===== src/rtl/slave_port_burst_if.sv =====
// Serial master/slave bus plus single-port memory strobes for slave_port_burst.
// The master modport also carries the memory side so one bench agent can play both.
interface slave_port_burst_if #(
  parameter int ADDR_WIDTH = 12,
  parameter int DATA_WIDTH = 8
);
  logic                  read_en;
  logic                  write_en;
  logic                  master_valid;
  logic                  master_ready;
  logic                  rx_address;
  logic                  rx_burst;
  logic                  rx_data;
  logic                  slave_ready;
  logic                  slave_valid;
  logic                  tx_data;
  logic                  rx_done;
  logic                  slave_tx_done;
  logic                  err;
  logic                  data_ready;
  logic [DATA_WIDTH-1:0] datain;
  logic [ADDR_WIDTH-1:0] address;
  logic [DATA_WIDTH-1:0] data;
  logic                  read_en_bram;
  logic                  write_en_bram;

  modport slave (
    input  read_en, write_en, master_valid, master_ready,
    input  rx_address, rx_burst, rx_data, data_ready, datain,
    output slave_ready, slave_valid, tx_data, rx_done, slave_tx_done, err,
    output address, data, read_en_bram, write_en_bram
  );

  modport master (
    output read_en, write_en, master_valid, master_ready,
    output rx_address, rx_burst, rx_data, data_ready, datain,
    input  slave_ready, slave_valid, tx_data, rx_done, slave_tx_done, err,
    input  address, data, read_en_bram, write_en_bram
  );
endinterface


===== src/rtl/slave_port_burst.sv =====
// Serial bus slave port: deserialises address/burst/write data into memory strobes
// and serialises memory read data back, with incrementing bursts and read timeout.
module slave_port_burst #(
  parameter int ADDR_WIDTH = 12,
  parameter int DATA_WIDTH = 8,
  parameter int BURST_W    = 3,
  parameter int TIMEOUT    = 16
) (
  input logic               clk,
  input logic               reset,
  slave_port_burst_if.slave bus
);
  localparam int MAXW = (ADDR_WIDTH > DATA_WIDTH) ? ADDR_WIDTH : DATA_WIDTH;
  localparam int CW   = $clog2(MAXW + 1);
  localparam int TW   = $clog2(TIMEOUT + 1);

  typedef enum logic [2:0] {
    S_IDLE, S_ADDR, S_WDATA, S_WRITE, S_RREQ, S_RWAIT, S_TX
  } state_t;

  state_t                r_state, w_state_next;
  logic [ADDR_WIDTH-1:0] r_addr_sr, r_address, w_addr_full;
  logic [BURST_W-1:0]    r_burst, r_beat, w_burst_shift;
  logic [DATA_WIDTH-1:0] r_wdata_sr, r_tx_sr, r_data, w_wdata_full;
  logic [CW-1:0]         r_bit_cnt;
  logic [TW-1:0]         r_tmo_cnt;
  logic                  r_is_write, r_tx_done;
  logic                  w_slave_ready, w_slave_valid, w_err, w_wr_stb, w_rd_stb;
  logic                  w_rx_done, w_start, w_accept;
  logic                  w_addr_last, w_data_last, w_last_beat, w_timeout;

  // Fields arrive LSB first, so each new bit enters at the top and shifts down.
  assign w_addr_full   = (r_addr_sr >> 1) | (ADDR_WIDTH'(bus.rx_address) << (ADDR_WIDTH - 1));
  assign w_burst_shift = (r_burst >> 1) | (BURST_W'(bus.rx_burst) << (BURST_W - 1));
  assign w_wdata_full  = (r_wdata_sr >> 1) | (DATA_WIDTH'(bus.rx_data) << (DATA_WIDTH - 1));

  assign w_accept    = bus.master_valid && w_slave_ready;
  assign w_addr_last = (r_bit_cnt == CW'(ADDR_WIDTH - 1));
  assign w_data_last = (r_bit_cnt == CW'(DATA_WIDTH - 1));
  assign w_last_beat = (r_beat == r_burst);
  assign w_timeout   = (r_tmo_cnt == TW'(TIMEOUT));

  always_ff @(posedge clk or negedge reset) begin
    if (!reset) r_state <= S_IDLE;
    else        r_state <= w_state_next;
  end

  always_comb begin
    w_state_next  = r_state;
    w_slave_ready = 1'b0;
    w_slave_valid = 1'b0;
    w_err         = 1'b0;
    w_wr_stb      = 1'b0;
    w_rd_stb      = 1'b0;
    w_rx_done     = 1'b0;
    w_start       = 1'b0;
    case (r_state)
      S_IDLE: begin
        w_slave_ready = 1'b1;
        if (bus.master_valid) begin
          if (bus.read_en && bus.write_en) begin
            w_err = 1'b1;
          end else if (bus.read_en ^ bus.write_en) begin
            w_start      = 1'b1;
            w_state_next = S_ADDR;
          end
        end
      end
      S_ADDR: begin
        w_slave_ready = 1'b1;
        if (w_accept && w_addr_last) w_state_next = r_is_write ? S_WDATA : S_RREQ;
      end
      S_WDATA: begin
        w_slave_ready = 1'b1;
        if (w_accept && w_data_last) w_state_next = S_WRITE;
      end
      S_WRITE: begin
        w_wr_stb = 1'b1;
        if (w_last_beat) begin
          w_rx_done    = 1'b1;
          w_state_next = S_IDLE;
        end else begin
          w_state_next = S_WDATA;
        end
      end
      S_RREQ: begin
        w_rd_stb     = 1'b1;
        w_state_next = S_RWAIT;
      end
      S_RWAIT: begin
        // The timeout wins over a simultaneous data_ready: the wait window is exactly TIMEOUT cycles.
        if (w_timeout) begin
          w_err        = 1'b1;
          w_state_next = S_IDLE;
        end else if (bus.data_ready) begin
          w_state_next = S_TX;
        end
      end
      S_TX: begin
        w_slave_valid = 1'b1;
        if (bus.master_ready && w_data_last) w_state_next = w_last_beat ? S_IDLE : S_RREQ;
      end
      default: w_state_next = S_IDLE;
    endcase
  end

  always_ff @(posedge clk or negedge reset) begin
    if (!reset) begin
      r_addr_sr  <= '0;
      r_address  <= '0;
      r_burst    <= '0;
      r_beat     <= '0;
      r_wdata_sr <= '0;
      r_tx_sr    <= '0;
      r_data     <= '0;
      r_bit_cnt  <= '0;
      r_tmo_cnt  <= '0;
      r_is_write <= 1'b0;
      r_tx_done  <= 1'b0;
    end else begin
      r_tx_done <= (r_state == S_TX) && bus.master_ready && w_data_last && w_last_beat;
      case (r_state)
        S_IDLE: if (w_start) begin
          r_is_write <= bus.write_en;
          r_addr_sr  <= w_addr_full;
          r_burst    <= w_burst_shift;
          r_bit_cnt  <= CW'(1);
          r_beat     <= '0;
        end
        S_ADDR: if (w_accept) begin
          r_addr_sr <= w_addr_full;
          if (r_bit_cnt < CW'(BURST_W)) r_burst <= w_burst_shift;
          if (w_addr_last) begin
            r_bit_cnt <= '0;
            if (!r_is_write) r_address <= w_addr_full;
          end else begin
            r_bit_cnt <= r_bit_cnt + CW'(1);
          end
        end
        S_WDATA: if (w_accept) begin
          r_wdata_sr <= w_wdata_full;
          if (w_data_last) begin
            r_bit_cnt <= '0;
            r_data    <= w_wdata_full;
            r_address <= r_addr_sr + ADDR_WIDTH'(r_beat);
          end else begin
            r_bit_cnt <= r_bit_cnt + CW'(1);
          end
        end
        S_WRITE: if (!w_last_beat) r_beat <= r_beat + BURST_W'(1);
        S_RREQ:  r_tmo_cnt <= '0;
        S_RWAIT: if (!w_timeout) begin
          if (bus.data_ready) begin
            r_tx_sr   <= bus.datain;
            r_bit_cnt <= '0;
          end else begin
            r_tmo_cnt <= r_tmo_cnt + TW'(1);
          end
        end
        S_TX: if (bus.master_ready) begin
          r_tx_sr <= r_tx_sr >> 1;
          if (w_data_last) begin
            r_bit_cnt <= '0;
            if (!w_last_beat) begin
              r_beat    <= r_beat + BURST_W'(1);
              r_address <= r_addr_sr + ADDR_WIDTH'(r_beat) + ADDR_WIDTH'(1);
            end
          end else begin
            r_bit_cnt <= r_bit_cnt + CW'(1);
          end
        end
        default: ;
      endcase
    end
  end

  assign bus.slave_ready   = w_slave_ready;
  assign bus.slave_valid   = w_slave_valid;
  assign bus.tx_data       = w_slave_valid & r_tx_sr[0];
  assign bus.rx_done       = w_rx_done;
  assign bus.slave_tx_done = r_tx_done;
  assign bus.err           = w_err;
  assign bus.address       = r_address;
  assign bus.data          = r_data;
  assign bus.read_en_bram  = w_rd_stb;
  assign bus.write_en_bram = w_wr_stb;
endmodule

===== src/flat_wrapper.sv =====
// flat-port wrapper written by rule: the top's interface ports become plain ports
module slave_port_burst_flat 
#(
  parameter int ADDR_WIDTH = 12,
  parameter int DATA_WIDTH = 8,
  parameter int BURST_W    = 3,
  parameter int TIMEOUT    = 16
)
  (clk, reset, bus_read_en, bus_write_en, bus_master_valid, bus_master_ready, bus_rx_address, bus_rx_burst, bus_rx_data, bus_data_ready, bus_datain, bus_slave_ready, bus_slave_valid, bus_tx_data, bus_rx_done, bus_slave_tx_done, bus_err, bus_address, bus_data, bus_read_en_bram, bus_write_en_bram);
  slave_port_burst_if #(.ADDR_WIDTH(ADDR_WIDTH), .DATA_WIDTH(DATA_WIDTH)) bus_i ();
  input logic clk;
  input logic reset;
  input wire logic [$bits(bus_i.read_en)-1:0] bus_read_en;
  input wire logic [$bits(bus_i.write_en)-1:0] bus_write_en;
  input wire logic [$bits(bus_i.master_valid)-1:0] bus_master_valid;
  input wire logic [$bits(bus_i.master_ready)-1:0] bus_master_ready;
  input wire logic [$bits(bus_i.rx_address)-1:0] bus_rx_address;
  input wire logic [$bits(bus_i.rx_burst)-1:0] bus_rx_burst;
  input wire logic [$bits(bus_i.rx_data)-1:0] bus_rx_data;
  input wire logic [$bits(bus_i.data_ready)-1:0] bus_data_ready;
  input wire logic [$bits(bus_i.datain)-1:0] bus_datain;
  output wire logic [$bits(bus_i.slave_ready)-1:0] bus_slave_ready;
  output wire logic [$bits(bus_i.slave_valid)-1:0] bus_slave_valid;
  output wire logic [$bits(bus_i.tx_data)-1:0] bus_tx_data;
  output wire logic [$bits(bus_i.rx_done)-1:0] bus_rx_done;
  output wire logic [$bits(bus_i.slave_tx_done)-1:0] bus_slave_tx_done;
  output wire logic [$bits(bus_i.err)-1:0] bus_err;
  output wire logic [$bits(bus_i.address)-1:0] bus_address;
  output wire logic [$bits(bus_i.data)-1:0] bus_data;
  output wire logic [$bits(bus_i.read_en_bram)-1:0] bus_read_en_bram;
  output wire logic [$bits(bus_i.write_en_bram)-1:0] bus_write_en_bram;
  assign bus_i.read_en = bus_read_en;
  assign bus_i.write_en = bus_write_en;
  assign bus_i.master_valid = bus_master_valid;
  assign bus_i.master_ready = bus_master_ready;
  assign bus_i.rx_address = bus_rx_address;
  assign bus_i.rx_burst = bus_rx_burst;
  assign bus_i.rx_data = bus_rx_data;
  assign bus_i.data_ready = bus_data_ready;
  assign bus_i.datain = bus_datain;
  assign bus_slave_ready = bus_i.slave_ready;
  assign bus_slave_valid = bus_i.slave_valid;
  assign bus_tx_data = bus_i.tx_data;
  assign bus_rx_done = bus_i.rx_done;
  assign bus_slave_tx_done = bus_i.slave_tx_done;
  assign bus_err = bus_i.err;
  assign bus_address = bus_i.address;
  assign bus_data = bus_i.data;
  assign bus_read_en_bram = bus_i.read_en_bram;
  assign bus_write_en_bram = bus_i.write_en_bram;
  slave_port_burst #(.ADDR_WIDTH(ADDR_WIDTH), .DATA_WIDTH(DATA_WIDTH), .BURST_W(BURST_W), .TIMEOUT(TIMEOUT)) u_core (.clk(clk), .reset(reset), .bus(bus_i));
endmodule

===== config.mk =====
export PLATFORM = sky130hd
export DESIGN_NAME = slave_port_burst_flat
export DESIGN_NICKNAME = d
export VERILOG_FILES = /design/src/rtl/slave_port_burst_if.sv /design/src/rtl/slave_port_burst.sv /design/src/flat_wrapper.sv
export SDC_FILE = /design/constraint.sdc
export NUM_CORES = 1
export LEC_CHECK = 0
export BUFFER_PORTS_ARGS = -buffer_cell sky130_fd_sc_hd__buf_2
export CAP_MARGIN = 20
export CORE_UTILIZATION = 50
export CTS_BUF_LIST = sky130_fd_sc_hd__clkbuf_8 sky130_fd_sc_hd__clkbuf_16
export DETAILED_ROUTE_END_ITERATION = 12
export PLACE_DENSITY = 0.75
export SYNTH_ARGS = -nofsm -noshare
export SYNTH_HDL_FRONTEND = slang
export SYNTH_SLANG_ARGS = --single-unit

===== constraint.sdc =====
create_clock -name clk -period 5.4 [get_ports clk]
set_input_delay 0.54 -clock clk [delete_from_list [all_inputs] [get_ports clk]]
set_output_delay 0.54 -clock clk [all_outputs]
set_load 0.05 [all_outputs]

==> metrics.md, run 1 <==
| Metric | Value |
|---|---|
| Outcome | complete, no violations |
| First DRT Iteration DRCs | roughly 150 |
| Pin count of the biggest net entering global routing | between 60 and 70 |
| Leak Pwr | 0.00201 uW |
| CP endpoint kind | flop |
| TritonCTS clock tree | built |
| Most common cell in the netlist | dfrtp_1 |
| Area of the die | a little over 0.008 mm2 |
| EDFF count, synth | 0 |
| Clock Skew | 0.0121 ns |
| Drt total wl | 7970 um |
| Clk sinks | 67 |
| Setup repair after global routing missed its margin | false |
| Layout cells sized above 1 | 0.276 |
| Clock transition at path regs | roughly 0.08 ns |
| Vias per std cell | ~5.5 |
| Syn_nets | 412 |
| Total Neg Setup Slack | 0 ns |
| Routability congestion estimate | 0.888 |
| ANT nets after route | 0 |
| Num ports | 46 |
| Yosys top cell area share | 0.429 |
| Mean post-synth cell area | 10.2 um2 |
| Die X | roughly 90 um |
| Clock Latency Late Sink | 0.35 ns |
| IO buf count | 45 |
| Post-synthesis async set-or-reset flop share | 1.00 |
| Slew HR | 0.390 |
| Die height | 90.4 um |
| Largest area contributor in the netlist | dfrtp_1 |
| Utilization after layout | 0.599 |
| H-tree Lvls | 3 |
| Post-synth cell types | 70 |
| Fillcell total | 609 |
| Worst-Margin Slew | a little over 0.9 ns |
| Cts repair resizes | 0 |
| Ant diodes | 0 |
| Initial Util | 0.527 |
| DRT Pass-1 Iters | 4 |
| Fin. max-slew vios | 0 |
| #FFs+latches synth | 67 |
| Slowest stage delay, CP | 0.85 ns |
| Worst path slowest cell | dfrtp_1 |
| Min-Delay Path Class | in -> async |
| F_max | approximately 0.32 GHz |
| First-pass GRT wire length | 13800 um |
| Leading post-synthesis cells by cell area | dfrtp_1 (43%), mux2_2 (10%), nand2_1 (3.6%) |
| Gate Count Post-Synth | 384 |
| Startpoint types | flop |
| VDD IR max | 230 uV |
| CP Max Fanout | 27 |
| CORE AREA | 0.00741 mm2 |
| Post-cts hold buffer count | 0 |
| Min Tclk post-route | 3.10 ns |
| Nets@finish | 451 |
| GRT overflow | 0 |
| Finish-stage setup viols | 0 |
| Ys Warns | 0 |
| Num CTS Buffers | 9 |
| Final Cycle Share | 0.574 |
| Clk buf depth | 2 |
| Max cap viols | 0 |
| Post-CTS Setup Repair Bufs | 0 |
| Crit-path cells | nand2b_1 > a211o_1 > a22oi_4 > mux2_2 |
| Top_reg_cell synth | dfrtp_1 |
| All-Layer GR Usage | 0.213 |
| Worst EP arrival | 3.33 ns |
| Top cells by count, synth | dfrtp_1 (67), nand2_1 (37), mux2_2 (36) |
| Initial antenna violation count | 0 |
| Footprint of the multi-input gates | approximately 0.0021 mm2 |
| Pwr Density | 484 mW/mm2 |
| Final Hold Viols | 0 |
| Vias in the first global route | 2786 |
| Clk root buf | clkbuf_8 |
| Sequential area share after synthesis | 0.429 |
| Netlist Area Pre-Place | 0.00391 mm2 |
| Setup CP Type | reg -> reg |
| Post-DP HPWL | around 5600 um |
| Num rows | 31 |
| P&R area growth vs syn | 13.6% |
| FF+latch area | 0.00168 mm2 |
| Vias | approximately 2900 |
| DRC | 0 |
| Critical Path RT | ~5.6 ns |
| Avg WL per Cell | 15.1 um |
final cells by class:
class / count / area share
clock buffer: 9 / 0.0279
clock inverter: 7 / 0.0319
inverter: 12 / 0.0101
multi-input combinational: 286 / 0.469
sequential: 67 / 0.378
tap: 99 / 0.0279
timing repair buffer: 47 / 0.0550
critical path: cells and delay by family (launching register included):
| kind | cells | cell delay [ns] |
|---|---|---|
| compound gates | 2 | 1.03 |
| flops | 1 | 0.85 |
| mux | 1 | 0.40 |
| simple gates | 1 | 0.69 |
through the flow:
step | hold slack [ns] | worst slack [ns] | total power, uW | instance area [um2] | instances
final | 0.356 | 2.30 | 2150 | 4440 | 527
after global routing | 0.426 | 2.03 | 2300 | 4440 | 527
after CTS | 0.405 | 2.31 | 2160 | 4430 | 526
after detailed placement | 0.474 | 2.34 | 1590 | 4160 | 510
after global placement | 0.461 | 2.44 | 1560 | 4160 | 510
after floorplan | 0.244 | 2.89 | 1420 | 3910 | 384
path summary, 6_finish.rpt:
| path | cells after the start | end | from | slack (ns) |
|---|---|---|---|---|
| min in group clk | 2 | u_core.r_burst[2]$_DFFE_PN0P_ | bus_rx_burst | 0.43 |
| min reg2reg | 2 | u_core.r_tx_sr[6]$_DFFE_PN0P_ | u_core.r_tx_sr[6]$_DFFE_PN0P_ | 0.49 |
| min | 2 | u_core.bus.address[7]$_DFFE_PN0P_ | reset | 0.36 |
| max reg2reg | 4 | u_core.bus.address[0]$_DFFE_PN0P_ | u_core.r_state[1]$_DFFE_PN0P_ | 2.30 |
| max in group asynchronous | 2 | u_core.r_addr_sr[3]$_DFFE_PN0P_ | reset | 4.47 |
| max | 4 | u_core.bus.address[0]$_DFFE_PN0P_ | u_core.r_state[1]$_DFFE_PN0P_ | 2.30 |
logic make-up (layout without fill, tap and decap cells):
kind of cell | after synthesis | after routing | share of synthesized area
xor+xnor | 20 | 20 | 0.0468
flops | 67 | 67 | 0.429
fa+ha+maj | 10 | 10 | 0.0340
simple gates | 137 | 137 | 0.201
mux | 45 | 45 | 0.127
buf+inv | 31 | 75 | 0.0375
compound gates | 74 | 74 | 0.125
metal layers:
| metal | GRT usage | part of all wire | wire [um] | vias to the layer above |
|---|---|---|---|---|
| met3 | 0.0488 | 0.053 | 422 | 15 |
| met5 | 0 | 0 | 0 | - |
| met1 | 0.276 | 0.46 | 3660 | 1365 |
| li1 | - | - | - | 1461 |
| met2 | 0.341 | 0.47 | 3750 | 82 |
| met4 | 0.0941 | 0.018 | 146 | 0 |
registers in the layout (all words and copies together) (netlist names):
register / flops
u_core.r_wdata_sr: 7
u_core.r_tmo_cnt: 5
u_core.r_tx_sr: 8
u_core.r_bit_cnt: 4
u_core.bus.address: 12
u_core.r_burst: 3
u_core.bus.data: 8
u_core.bus.slave_tx_done: 1
u_core.r_addr_sr: 12
u_core.r_is_write: 1
u_core.r_state: 3
u_core.r_beat: 3
power breakdown:
part | internal [uW] | switching, uW | leakage, uW
registers | 650 | 205 | 0.000870
clock network | 353 | 202 | 0.000135
logic | 322 | 417 | 0.00101
cells in the final DEF (no fill, tap or decap), types with 3 or more instances in the layout:
cell       Yosys  final
nand2_1       37     37
mux2_2        36     36
nand4_1        3      3
xor2_1         9      9
nor3_2         3      3
inv_1         11     12
xnor2_1       10     10
nand2b_1       5      5
mux2i_1        9      9
clkbuf_8       0      9
a21oi_1       13     13
nor4b_1        3      3
bufinv_16      0      4
buf_2          8     45
a31oi_1        6      6
dfrtp_1       67     67
nor2b_1        6      6
o21ai_1        7      7
nor3_1        10     10
o21ai_0       21     21
nor2_1        28     28
and3_1         4      4
nand3_1       14     14
ha_1           9      9
(Power assumes the default switching activity.)
==> inputs of run 2 (changes only) <==
ABC_AREA = 1   (was unset)
PLACE_DENSITY = 0.78   (was 0.75)
clock period = 2.6 ns   (was 5.4 ns; I/O delays follow)
==> run 2 against run 1 <==
Compared with the run above: via count rose by 20%; area after synthesis fell by 2.9%; largest power group is now combinational logic; worst hold slack got worse by 0.27 ns; die area fell by 2.9%; global-route usage rose by 2.5 points; combinational power rose to 3.8 times the previous value.
==> metrics.md, run 2 <==
| Metric | Value |
|---|---|
| Outcome | complete, no violations |
| Slew HR | 0.441 (+0.0515) |
| Gate Count Post-Synth | 507 (+32%) |
| Leading post-synthesis cells by cell area | dfrtp_1 (44%), nand2_1 (13%), o21ai_0 (6.9%) |
| P&R area growth vs syn | 14.8% |
| Place WS | 0.154 ns (-2.19 ns) |
| Mean post-synth cell area | 7.48 um2 (-26%) |
| Crit-path cells | ha_2 > fa_2 > ha_1 > nand2_1 > nor2_1 > nand2_1 > nor2_2 > nand2_1 > o21ai_0 > nand3_1 > a21oi_1 |
| Vias per std cell | 5.30 (-4.5%) |
| Setup repair after global routing missed its margin | false |
| Largest family of logic cells by synthesized area | simple AND/OR/NAND/NOR gates |
| Routability congestion estimate | 0.873 (-1.7%) |
| Min Tclk post-route | 2.41 ns (-0.689 ns) |
| Top_reg_cell synth | dfrtp_1 |
| Largest area contributor in the netlist | dfrtp_1 |
| Ant diodes | 0 (unchanged) |
| Startpoint types | flop |
| Setup slack, reg-to-reg | 0.19 ns (-2.11 ns) |
| Placed cells | 644 (+26%) |
| GRT overflow | 0 (unchanged) |
| Layout cells sized above 1 | 0.157 (-0.119) |
| Pin count of the biggest net entering global routing | 68 (unchanged) |
| Worst EP arrival | 2.69 ns (-0.64 ns) |
| Clk sinks | 67 (unchanged) |
| Die height | 89.1 um (-1.5%) |
| Post-Layout Cell Count | 660 (+25%) |
| Post-cts hold buffer count | 0 (unchanged) |
| Adder-cell share of the synthesized area | 0.0350 (+0.00103) |
| Syn_nets | 535 (+30%) |
| Crit Reg-Reg Startpoint | u_core.r_beat[0]$_DFFE_PN0P_ |
| Top cells by count, synth | nand2_1 (128), inv_1 (68), dfrtp_1 (67) |
| ANT nets after route | 0 (unchanged) |
| EDFF count, synth | 0 (unchanged) |
| #FFs+latches synth | 67 (unchanged) |
| Initial Util | 0.520 (-0.00737) |
| Ys Warns | 0 (unchanged) |
| Clock Skew | 0.0107 ns (-0.00143 ns) |
| First DRT Iteration DRCs | 239 (+55%) |
| Total Neg Setup Slack | 0 ns (unchanged) |
| Post-synthesis async set-or-reset flop share | 1.00 (unchanged) |
| Num CTS Buffers | 9 (unchanged) |
| IO buf count | 45 (unchanged) |
| Nets@finish | 584 (+29%) |
| All-Layer GR Usage | 0.238 (+0.0249) |
| Die X | 89.1 um (-1.5%) |
| Area of the die | 0.00793 mm2 (-2.9%) |
| TritonCTS clock tree | built |
| CP Max Fanout | 5 (-81%) |
| Xor and xnor area share after synthesis | 0.0162 (-0.0306) |
| Mux contribution to synthesized area | 0.00594 (-0.121) |
| Yosys top cell area share | 0.442 (+0.0130) |
| Min-Delay Path Class | in -> async |
| Hold Worst Slack | 0.0818 ns (-0.274 ns) |
| Final Cycle Share | 0.927 (+0.353) |
| Most frequent cells in the layout | nand2_1 (128), inv_1 (68), dfrtp_1 (66) |
| Post-synthesis simple-gate area fraction | 0.268 (+0.0672) |
| DRT Pass-1 Iters | 5 (+1) |
| CORE AREA | 0.00729 mm2 (-1.6%) |
| Initial antenna violation count | 0 (unchanged) |
| Worst Setup Slack, final | 0.189 ns (-2.11 ns) |
| Finish-stage setup viols | 0 (unchanged) |
| H-tree Lvls | 3 (unchanged) |
| Worst path slowest cell | fa_2 |
| Gr busiest metal | met2 |
| Setup CP Type | reg -> reg |
| Clock transition at path regs | 0.08 ns (about the same) |
| First-pass GRT wire length | 14200 um (+3.6%) |
| Post-DP HPWL | 6240 um (+11%) |
| Clk buf depth | 2 (unchanged) |
| GR Layer Usage met1 | 0.330 (+0.0539) |
| Most common cell in the netlist | nand2_1 |
| DRC | 0 (unchanged) |
| Worst-Margin Slew | 0.838 ns (-0.0772 ns) |
| Met3 GRT Util | 0.0499 (+0.00104) |
| Max cap viols | 0 (unchanged) |
| Clock Latency Late Sink | 0.35 ns (about the same) |
| Final Hold Viols | 0 (unchanged) |
| Slowest stage delay, CP | 0.56 ns (-0.29 ns) |
| Avg WL per Cell | 13.1 um (-13%) |
| Vias | 3497 (+20%) |
| Leak Pwr | 0.00217 uW (+7.6%) |
| VDD IR max | 476 uV (+110%) |
| Worst Reg-to-Reg Cells | 11 (+7) |
| Netlist Area Pre-Place | 0.00379 mm2 (-2.9%) |
| Critical Path RT | 2.88 ns (-2.75 ns) |
| Pwr Density | 1280 mW/mm2 (+170%) |
| Sequential area share after synthesis | 0.442 (+0.0130) |
| Num ports | 46 (unchanged) |
| Utilization after layout | 0.597 (-0.00228) |
| Post-synthesis compound-gate area fraction | 0.144 (+0.0190) |
| Drt total wl | 8670 um (+8.7%) |
| Fin. max-slew vios | 0 (unchanged) |
| F_max | 0.415 GHz (+29%) |
| Crit path top cell by count | nand2_1 |
| Vias in the first global route | 3158 (+13%) |
| Clk root buf | clkbuf_8 |
| Num rows | 31 (unchanged) |
| Global Route met2 Usage | 0.374 (+0.0332) |
| Post-synth cell types | 39 (-44%) |
| Commonest non-fill, non-tap cell in the layout | nand2_1 |
| Fillcell total | 691 (+13%) |
| Post-CTS Setup Repair Bufs | 0 (unchanged) |
| CP endpoint kind | flop |
| Worst Setup SP | u_core.r_beat[0]$_DFFE_PN0P_ |
-- run 2: changes by cell type after synthesis, moves of 10 or more --
cell,delta
nand2_1,+91
inv_1,+57
mux2_2,-34
o21ai_0,+31
nand3_1,+25
nor2_1,+20
a21oi_1,+10
-- run 2: what timing repair did --
item / in CTS / in global routing
hold endpoints to repair: 0 / 0
setup endpoints to repair: 0 / 5
gates resized for setup: 0 / 5
-- run 2: final timing paths --
check | to
setup / recovery | u_core.bus.address[8]$_DFFE_PN0P_
setup reg to reg | u_core.bus.address[8]$_DFFE_PN0P_
hold / removal | u_core.r_tx_sr[4]$_DFFE_PN0P_
max in group asynchronous | u_core.r_beat[0]$_DFFE_PN0P_
min in group clk | u_core.r_addr_sr[11]$_DFFE_PN0P_
hold reg to reg | u_core.bus.data[6]$_DFFE_PN0P_
-- run 2: cell families (layout without fill, tap and decap cells) --
family	after synthesis	in the layout
AND/OR/NAND/NOR	238	238
AO/OA/AOI/OAI	98	98
buffers and inverters	85	139
flip-flops	67	67
adder cells (fa/ha/maj)	10	10
XOR/XNOR	7	7
multiplexers	2	2
-- run 2: layer usage --
layer	share of wire	wire length, um
met2	0.46	4010
met5	0	0
met1	0.48	4130
met3	0.047	405
met4	0.014	123
-- run 2: stage by stage --
stage	instance area [um2]	total power (uW)
after floorplan	3790	3900
after global placement	4120	4490
after detailed placement	4120	4550
after CTS	4340	5560
after global routing	4350	6040
final	4350	5580
-- run 2: critical path: cells and delay by family (launching register included) --
kind,cells,cell delay (ns)
AOI/OAI and AO/OA,2,0.29
adders and majority gates,3,0.98
DFF,1,0.46
and+or+nand+nor,6,0.61
-- run 2: final cells by class --
type	count	area [um2]	share of cell area
timing repair buffer	50	263	0.0604
sequential	67	1680	0.386
inverter	73	274	0.0630
clock buffer	10	138	0.0316
clock inverter	6	87.6	0.0201
tap	99	124	0.0285
multi-input combinational	355	1790	0.411
-- run 2: where the power goes --
group | switching (uW) | total (uW) | internal, uW
clock network | 418 | 985 | 568
registers | 356 | 1790 | 1430
logic | 1970 | 2810 | 840
total | 2750 | 5580 | 2840
==> inputs of run 3 (changes only) <==
GPL_TIMING_DRIVEN = 0   (was unset)
HOLD_SLACK_MARGIN = 0.1   (was unset)
REMOVE_ABC_BUFFERS = 1   (was unset)
==> run 3 against run 2 <==
Compared with the run above: clock power grew 0.6%; via count grew 0.37%; non-clock buffer count shrank 2; die area is the same; worst hold slack gained 0.057 ns; critical path type unchanged.
==> metrics.md, run 3 (same netlist as run 2, synthesis figures left out) <==
| Metric | Value |
|---|---|
| Total Neg Setup Slack | 0 ns (unchanged) |
| Die height | 89.1 um (unchanged) |
| Ant diodes | 0 (unchanged) |
| Final Cycle Share | 0.934 (+0.00633) |
| DRC | 0 (unchanged) |
| DRT Pass-1 Iters | 6 (+1) |
| Post-DP Area | 0.00410 mm2 (-0.40%) |
| Hold Path Depth | 3 |
| ANT nets after route | 0 (unchanged) |
| Avg WL per Cell | 13.2 um (+0.51%) |
| Startpoint types | flop |
| Final Hold Viols | 0 (unchanged) |
| Finish-stage setup viols | 0 (unchanged) |
| Num ports | 46 (unchanged) |
| Worst EP arrival | 2.70 ns (about the same) |
| Most frequent cells in the layout | nand2_1 (128), inv_1 (68), dfrtp_1 (66) |
| Pin count of the biggest net entering global routing | 68 (unchanged) |
| Clk buf depth | 2 (unchanged) |
| Initial antenna violation count | 0 (unchanged) |
| Leak Pwr | 0.00216 uW (-0.21%) |
| Post-DP HPWL | 6220 um (-0.29%) |
| Clk sinks | 67 (unchanged) |
| First-pass GRT wire length | 14800 um (+3.7%) |
| P&R area growth vs syn | 14.9% (about the same) |
| Vias | 3510 (+0.37%) |
| Clock Latency Late Sink | 0.34 ns (about the same) |
| Clk root buf | clkbuf_8 |
| First DRT Iteration DRCs | 177 (-26%) |
| Num rows | 31 (unchanged) |
| Slew HR | 0.436 (-0.00521) |
| Vias per std cell | 5.33 (+0.68%) |
| H-tree Lvls | 3 (unchanged) |
| Initial Util | 0.520 (unchanged) |
| Critical path depth | 11 (unchanged) |
| Min-Delay Path Class | in -> reg |
| TritonCTS clock tree | built |
| Pwr Density | 1280 mW/mm2 (-0.22%) |
| Routability congestion estimate | 1.04 (+19%) |
| Crit path top cell by count | nand2_1 |
| Num CTS Buffers | 9 (unchanged) |
| Drt total wl | 8690 um (+0.21%) |
| Area of the die | 0.00793 mm2 (unchanged) |
| Nets@finish | 582 (-0.34%) |
| Placed cells | 641 (-0.47%) |
| Vias in the first global route | 3361 (+6.4%) |
| Top Family by Delay on Critical Path | adder cells |
| Critical Path RT | 2.87 ns (about the same) |
| All-Layer GR Usage | 0.243 (+0.00547) |
| Fin. max-slew vios | 0 (unchanged) |
| GRT overflow | 0 (unchanged) |
| Max cap viols | 0 (unchanged) |
| CP Max Fanout | 5 (unchanged) |
| Die X | 89.1 um (unchanged) |
| VDD IR max | 535 uV (+12%) |
| Clock Skew | 0.00644 ns (-0.00423 ns) |
| CP endpoint kind | flop |
| Final instance area | 0.00435 mm2 (about the same) |
| Worst Reg-to-Reg Cells | 11 (unchanged) |
| Min Tclk post-route | 2.43 ns (+0.0165 ns) |
| Worst path slowest cell | fa_1 |
| F_max | 0.412 GHz (-0.68%) |
| Outcome | complete, no violations |
| CORE AREA | 0.00729 mm2 (unchanged) |
| Post-Layout Cell Count | 658 (-0.30%) |
| Crit-path cells | ha_2 > fa_1 > ha_1 > nand2_1 > nor2_2 > nand2_1 > nor2_2 > nand2_1 > o21ai_0 > nand3_1 > a21oi_1 |
| IO buf count | 45 (unchanged) |
| Layout cells sized above 1 | 0.157 (+0.000561) |
| Hold Worst Slack | 0.139 ns (+0.0572 ns) |
| Worst-Margin Slew | 0.846 ns (+0.00782 ns) |
| Commonest non-fill, non-tap cell in the layout | nand2_1 |
| Setup CP Type | reg -> reg |
| Clock transition at path regs | 0.08 ns (about the same) |
| Slowest stage delay, CP | 0.53 ns (-0.03 ns) |
| CP bufs+invs | 0 (unchanged) |
| Utilization after layout | 0.597 (about the same) |
[run 3: cell type report]
cell class                      count  area [um2]
Clock inverter                      6        87.6
Timing Repair Buffer               48         256
Multi-Input combinational cell    355        1800
Tap cell                           99         124
Sequential cell                    67        1680
Clock buffer                       10         138
Fill cell                         710        2940
Inverter                           73         274
[run 3: timing repair]
action                                 in CTS  in global routing
setup endpoints to repair                   0                  6
hold buffers                                1                  0
endpoints found under the hold margin      67                  0
setup buffers                               0                  0
gates resized for setup                     0                  8
[run 3: power by group]
part	internal [uW]	switching (uW)
Clock	568	423
Sequential	1430	346
Combinational	831	1980
[run 3: through the flow]
| stage | setup WS [ns] | power [uW] |
|---|---|---|
| after floorplan | -0.388 | 3830 |
| after global placement | -0.221 | 4430 |
| after detailed placement | 0.109 | 4540 |
| after CTS | 0.0701 | 5550 |
| after global routing | -0.0000562 | 6040 |
| final | 0.173 | 5580 |
[run 3: worst register-to-register path, delay by kind of cell, from the launching register on]
| kind | cells | cell delay (ns) |
|---|---|---|
| simple gates | 6 | 0.64 |
| compound gates | 2 | 0.30 |
| fa+ha+maj | 3 | 0.97 |
| flops | 1 | 0.44 |
[run 3: per-layer routing]
layer | vias to the layer above | wire [um] | global-route usage
met1 | 1677 | 4010 | 0.306
met2 | 71 | 4270 | 0.422
met4 | 0 | 133 | 0.0794
met3 | 14 | 277 | 0.0489
li1 | 1748 | - | -
met5 | - | 0 | 0
[run 3: final timing paths]
kind,start,endpoint,slack (ns)
max in group asynchronous,reset,u_core.r_beat[0]$_DFFE_PN0P_,1.45
worst max register to register,u_core.r_beat[0]$_DFFE_PN0P_,u_core.bus.address[8]$_DFFE_PN0P_,0.17
worst min register to register,u_core.bus.address[10]$_DFFE_PN0P_,u_core.bus.address[10]$_DFFE_PN0P_,0.48
worst max-delay path,u_core.r_beat[0]$_DFFE_PN0P_,u_core.bus.address[8]$_DFFE_PN0P_,0.17
min in group asynchronous,reset,u_core.r_burst[1]$_DFFE_PN0P_,0.57
worst min-delay path,bus_write_en,u_core.r_is_write$_DFFE_PN0P_,0.14
